`config.mk`:
```
export PLATFORM = sky130hd
export DESIGN_NAME = controlador_dispensador
export DESIGN_NICKNAME = d
export VERILOG_FILES = /design/src/rtl/controlador_dispensador.sv
export SDC_FILE = /design/constraint.sdc
export NUM_CORES = 1
export LEC_CHECK = 0
export CORE_ASPECT_RATIO = 1.2
export CORE_MARGIN = 5
export CORE_UTILIZATION = 25
export CTS_CLUSTER_SIZE = 20
export DETAILED_ROUTE_END_ITERATION = 8
export GPL_ROUTABILITY_DRIVEN = 0
export SYNTH_ARGS = -nofsm -noshare
export SYNTH_HDL_FRONTEND = slang
export SYNTH_SLANG_ARGS = --single-unit
export TNS_END_PERCENT = 20
```
`constraint.sdc`:
```
create_clock -name CLK -period 20 [get_ports CLK]
set_clock_uncertainty 0.15 [all_clocks]
set_input_delay 4 -clock CLK [delete_from_list [all_inputs] [get_ports CLK]]
set_output_delay 4 -clock CLK [all_outputs]
set_load 0.1 [all_outputs]
```
`src/rtl/controlador_dispensador.sv`:
```
// Cash-dispenser sequencer: splits an amount into bills (largest first) and strobes one bill at a time.
// Optional feature REINTENTO_ATASCO_EN: re-strobe a bill once after its first timeout before declaring a jam.
module controlador_dispensador #(
  parameter logic [31:0] D0        = 32'd1000,
  parameter logic [31:0] D1        = 32'd5000,
  parameter logic [31:0] D2        = 32'd10000,
  parameter logic [31:0] D3        = 32'd20000,
  parameter logic [31:0] MAX_MONTO = 32'd200000,
  parameter int          TIMEOUT   = 16
) (
  input  logic        CLK,
  input  logic        RESET,
  input  logic        ENTREGAR_DINERO,
  input  logic [31:0] MONTO,
  input  logic        BILLETE_LISTO,
  output logic        DISPENSAR_STB,
  output logic [1:0]  DENOMINACION,
  output logic        OCUPADO,
  output logic        ENTREGA_COMPLETA,
  output logic        ERROR_MONTO,
  output logic        ERROR_ATASCO,
  output logic [7:0]  BILLETES_ENTREGADOS
);

  localparam int CNT_W = (TIMEOUT > 1) ? $clog2(TIMEOUT) : 1;

  typedef enum logic [2:0] {
    REPOSO, VALIDAR, SELECCIONAR, PEDIR, ESPERAR, FIN, BLOQUEADO
  } estado_t;

  estado_t           estado, estado_sig;
  logic [31:0]       restante;
  logic [CNT_W-1:0]  contador;
  logic [1:0]        denom_q;
  logic [1:0]        denom_sel;
  logic [7:0]        billetes_q;
  logic              err_monto_q;
  logic              err_atasco_q;
  logic [31:0]       valor_actual;
  logic              monto_invalido;
  logic              tiempo_agotado;
`ifdef REINTENTO_ATASCO_EN
  logic              reintento_q;
`endif

  assign monto_invalido = (restante == 32'd0) || (restante > MAX_MONTO) || ((restante % D0) != 32'd0);
  assign tiempo_agotado = (contador == CNT_W'(TIMEOUT - 1));

  always_comb begin
    valor_actual = D0;
    case (denom_q)
      2'd0: valor_actual = D0;
      2'd1: valor_actual = D1;
      2'd2: valor_actual = D2;
      2'd3: valor_actual = D3;
      default: valor_actual = D0;
    endcase
  end

  // Greedy pick; validation already guarantees restante >= D0 here.
  always_comb begin
    denom_sel = 2'd0;
    if (restante >= D3)      denom_sel = 2'd3;
    else if (restante >= D2) denom_sel = 2'd2;
    else if (restante >= D1) denom_sel = 2'd1;
    else                     denom_sel = 2'd0;
  end

  always_ff @(posedge CLK or negedge RESET) begin
    if (!RESET) estado <= REPOSO;
    else        estado <= estado_sig;
  end

  always_comb begin
    estado_sig = estado;
    case (estado)
      REPOSO:      if (ENTREGAR_DINERO) estado_sig = VALIDAR;
      VALIDAR:     estado_sig = monto_invalido ? REPOSO : SELECCIONAR;
      SELECCIONAR: estado_sig = PEDIR;
      PEDIR:       estado_sig = ESPERAR;
      ESPERAR: begin
        if (BILLETE_LISTO) begin
          estado_sig = (restante == valor_actual) ? FIN : SELECCIONAR;
        end else if (tiempo_agotado) begin
`ifdef REINTENTO_ATASCO_EN
          estado_sig = reintento_q ? BLOQUEADO : PEDIR;
`else
          estado_sig = BLOQUEADO;
`endif
        end
      end
      FIN:         estado_sig = REPOSO;
      BLOQUEADO:   estado_sig = BLOQUEADO;
      default:     estado_sig = REPOSO;
    endcase
  end

  always_ff @(posedge CLK or negedge RESET) begin
    if (!RESET) begin
      restante     <= 32'd0;
      contador     <= '0;
      denom_q      <= 2'd0;
      billetes_q   <= 8'd0;
      err_monto_q  <= 1'b0;
      err_atasco_q <= 1'b0;
`ifdef REINTENTO_ATASCO_EN
      reintento_q  <= 1'b0;
`endif
    end else begin
      err_monto_q <= (estado == VALIDAR) && monto_invalido;
      if ((estado == ESPERAR) && (estado_sig == BLOQUEADO)) err_atasco_q <= 1'b1;
      case (estado)
        REPOSO: begin
          if (ENTREGAR_DINERO) begin
            restante   <= MONTO;
            billetes_q <= 8'd0;
          end
        end
        SELECCIONAR: denom_q  <= denom_sel;
        PEDIR:       contador <= '0;
        ESPERAR: begin
          if (BILLETE_LISTO) begin
            restante <= restante - valor_actual;
            if (billetes_q != 8'hFF) billetes_q <= billetes_q + 8'd1;
`ifdef REINTENTO_ATASCO_EN
            reintento_q <= 1'b0;
`endif
          end else if (!tiempo_agotado) begin
            contador <= contador + CNT_W'(1);
          end else begin
`ifdef REINTENTO_ATASCO_EN
            reintento_q <= 1'b1;
`endif
          end
        end
        default: ;
      endcase
    end
  end

  assign DISPENSAR_STB       = (estado == PEDIR);
  assign ENTREGA_COMPLETA    = (estado == FIN);
  assign OCUPADO             = (estado != REPOSO);
  assign DENOMINACION        = denom_q;
  assign ERROR_MONTO         = err_monto_q;
  assign ERROR_ATASCO        = err_atasco_q;
  assign BILLETES_ENTREGADOS = billetes_q;

endmodule

```
==> results.toml <==
[finish]
post-route-util = 0.278
finalInstanceArea_um2 = 11100
num_antenna_cells = 0
layout-drive-gt1-share = 0.0796
multiInputGateArea_um2 = 8360
n_fill_cell = 4352
area_growth_pct = 9.60
ff_latch_area_um2 = 1280
layout.nets = 1448

[place]
post_dp_cell_area_um2 = 11000
port_buffers = 50
hpwl_um = 24200

[routing]
drt_wl_total_um = 31600
drc = 0
drtIter0Drc = 718
vias_per_cell = 5.77
first_pass_iters = 5
met2_length_um = 15900
highest_layer = "met4"
dr_wl_met3_um = 1050
wl_per_cell_um = 16.4
vias = 11100
ant_nets = 0
drt-met1-wl_um = 14100

[worst_setup_path]
crit_start = "restante[28]"
cpPeakStageDelay_ns = 0.71
crit_family = "compound AO/OA/AOI/OAI gates"
cp.required_ns = 20.05
r2r_slack_ns = 1.63
start_kind = "flip-flop"
worstReg2RegEnd = "estado[1]"
crit_type = "reg -> reg"
cp.arrival_ns = 18.42
r2r-start = "restante[28]"
cp_common_cell = "or3_1"
crit_fanout = 20
cp_slowest_cell = "o311ai_1"
critPathBufInv = 0
end_kind = "flip-flop"
r2r_cells = 55

[outcome]
status = "finished clean"

[floorplanning]
die_w_um = 194
pin_count = 51
die_h_um = 231
die_area_um2 = 44700
core_um2 = 39900
start_util = 0.254
std_cell_rows = 80

[hold_path]
holdPathEnd = "restante[1]"
hold_class = "reg -> reg"
min_path_cells = 2
worstHoldStart = "restante[1]"

[timing]
fmax_mhz = 54.4
setup-tns-final_ns = 0
tightest_slew_ns = 1.00
drv_slew = 0
slew_headroom = 0.321
fin_crit_ns = 18.37
setup_viol = 0
hold_viol_final = 0
finalCritPeriodShare = 0.919
grt_setup_unrepaired = "false"

[synthesis]
synth_edf_count = 0
ys_types = 123
synth_largest_area_cell = "dfrtp_1"
avgSynthCellArea_um2 = 7.15
ys_seq_elements = 51
yosys_warnings = 0
syn-num-nets = 1473
synthFlopType = "dfrtp_1"
synthTopCellsByArea = "dfrtp_1 (13%), nand2_1 (5.1%), o21ai_0 (4.9%), nor2_1 (4.6%), a21oi_1 (4.6%)"
synth-seq-area-share = 0.126
synthArstFlopShare = 1.00
synth_top_area_frac = 0.126
syn_inst = 1419
mappedNetlistArea_um2 = 10100

[global_route]
grt_overflow_total = 0
grt_usage = 0.132
antenna_found_initial = 0
grt_max_degree = 52
grt_pass1_vias = 10400
grt_pass1_wl_um = 51700

[clock_network]
ctsHoldBuffers = 0
clockRootBuffer = "clkbuf_16"
clk_path_buf_depth = 2
numCtsBuffers = 5
htree_levels = 2
cts_tree = "yes"
clk_latency_ns = 0.29
path_clk_slew_ns = 0.07
cts.sinks = 51

[flow_run]
drv_cap = 0
placed cells by master, fill, tap and decap left out, types with 23 or more instances in the layout:
cell             instances
nand2_1                137
nor2_1                 125
o21ai_0                 99
a21oi_1                 91
nand3_1                 67
dfrtp_1                 51
clkdlybuf4s50_1         49
nor3_1                  46
xnor2_1                 41
inv_1                   36
and2_1                  27
a31oi_1                 27
o211ai_1                26
mux2i_1                 24
o21a_1                  23
or3_1                   23
repair_timing:
item | in CTS | in global routing
gates resized for setup | 0 | 2
setup endpoints to repair | 0 | 2
buffers inserted | 0 | 0
flip-flops by register name, indices dropped and copies added (netlist names):
signal	count
BILLETES_ENTREGADOS	8
restante	32
DENOMINACION	2
ERROR_ATASCO	1
estado	3
ERROR_MONTO	1
contador	4
layout make-up:
cell class / count / area share
Timing Repair Buffer: 54 / 0.0473
Sequential cell: 51 / 0.115
Clock buffer: 7 / 0.0119
Clock inverter: 1 / 0.000450
Inverter: 38 / 0.0128
Multi-Input combinational cell: 1244 / 0.753
Tap cell: 533 / 0.0600
routing by layer:
metal,vias up,global-route usage
li1,5435,-
met1,5383,0.167
met2,278,0.244
met3,38,0.00890
met4,0,0.0308
met5,-,0
cell families after synthesis:
kind of cell	after synthesis	synth area share
compound gates	553	0.408
simple gates	570	0.290
fa+ha+maj	22	0.0269
flops	51	0.126
buf+inv	124	0.0510
mux	40	0.0447
xor+xnor	59	0.0539
tightest hold or removal path, cell delays in order (launching register included):
cell     delay, ns
dfrtp_1       0.34
nand2_1       0.05
nand2_1       0.06
per-stage QoR:
step                      cells  setup slack [ns]  hold slack, ns
final                      1928              1.63           0.330
after global routing       1928             0.106           0.352
after CTS                  1928              1.56           0.330
after detailed placement   1920              1.67           0.312
after global placement     1920              2.10           0.313
after floorplan            1419              4.14           0.297
cells in the mapped netlist (10+ instances only):
master	instances
nor3_1	47
nand2b_1	12
a211oi_1	17
nor3b_1	10
nand2_1	137
a21o_1	19
nand3_1	67
and2_1	27
o21ai_1	19
o211ai_1	26
mux2_2	10
xnor2_1	41
a21oi_1	93
inv_1	36
a211o_1	16
nor4_1	18
o21a_1	23
nor2b_1	18
ha_1	17
mux2i_1	24
o21ai_0	99
or3_1	23
nor2_1	125
dfrtp_1	51
and3_1	11
xor2_1	14
nand4_1	16
o22ai_1	12
clkbuf_1	58
buf_2	17
o31ai_1	11
a31oi_1	27
worst max path at each step:
stage,slack [ns],depth (start not counted),end
6_report,1.63,55,estado[1]
5_1_grt,0.11,55,estado[1]
4_1_cts,1.56,55,estado[1]
3_5_place_dp,1.67,55,estado[1]
3_3_place_gp,2.10,55,estado[1]
2_1_floorplan,4.14,64,estado[1]
Power is left out: the tool's default activity adds up to more than one toggle a clock period on the data nets, which glitch-free logic cannot reach.
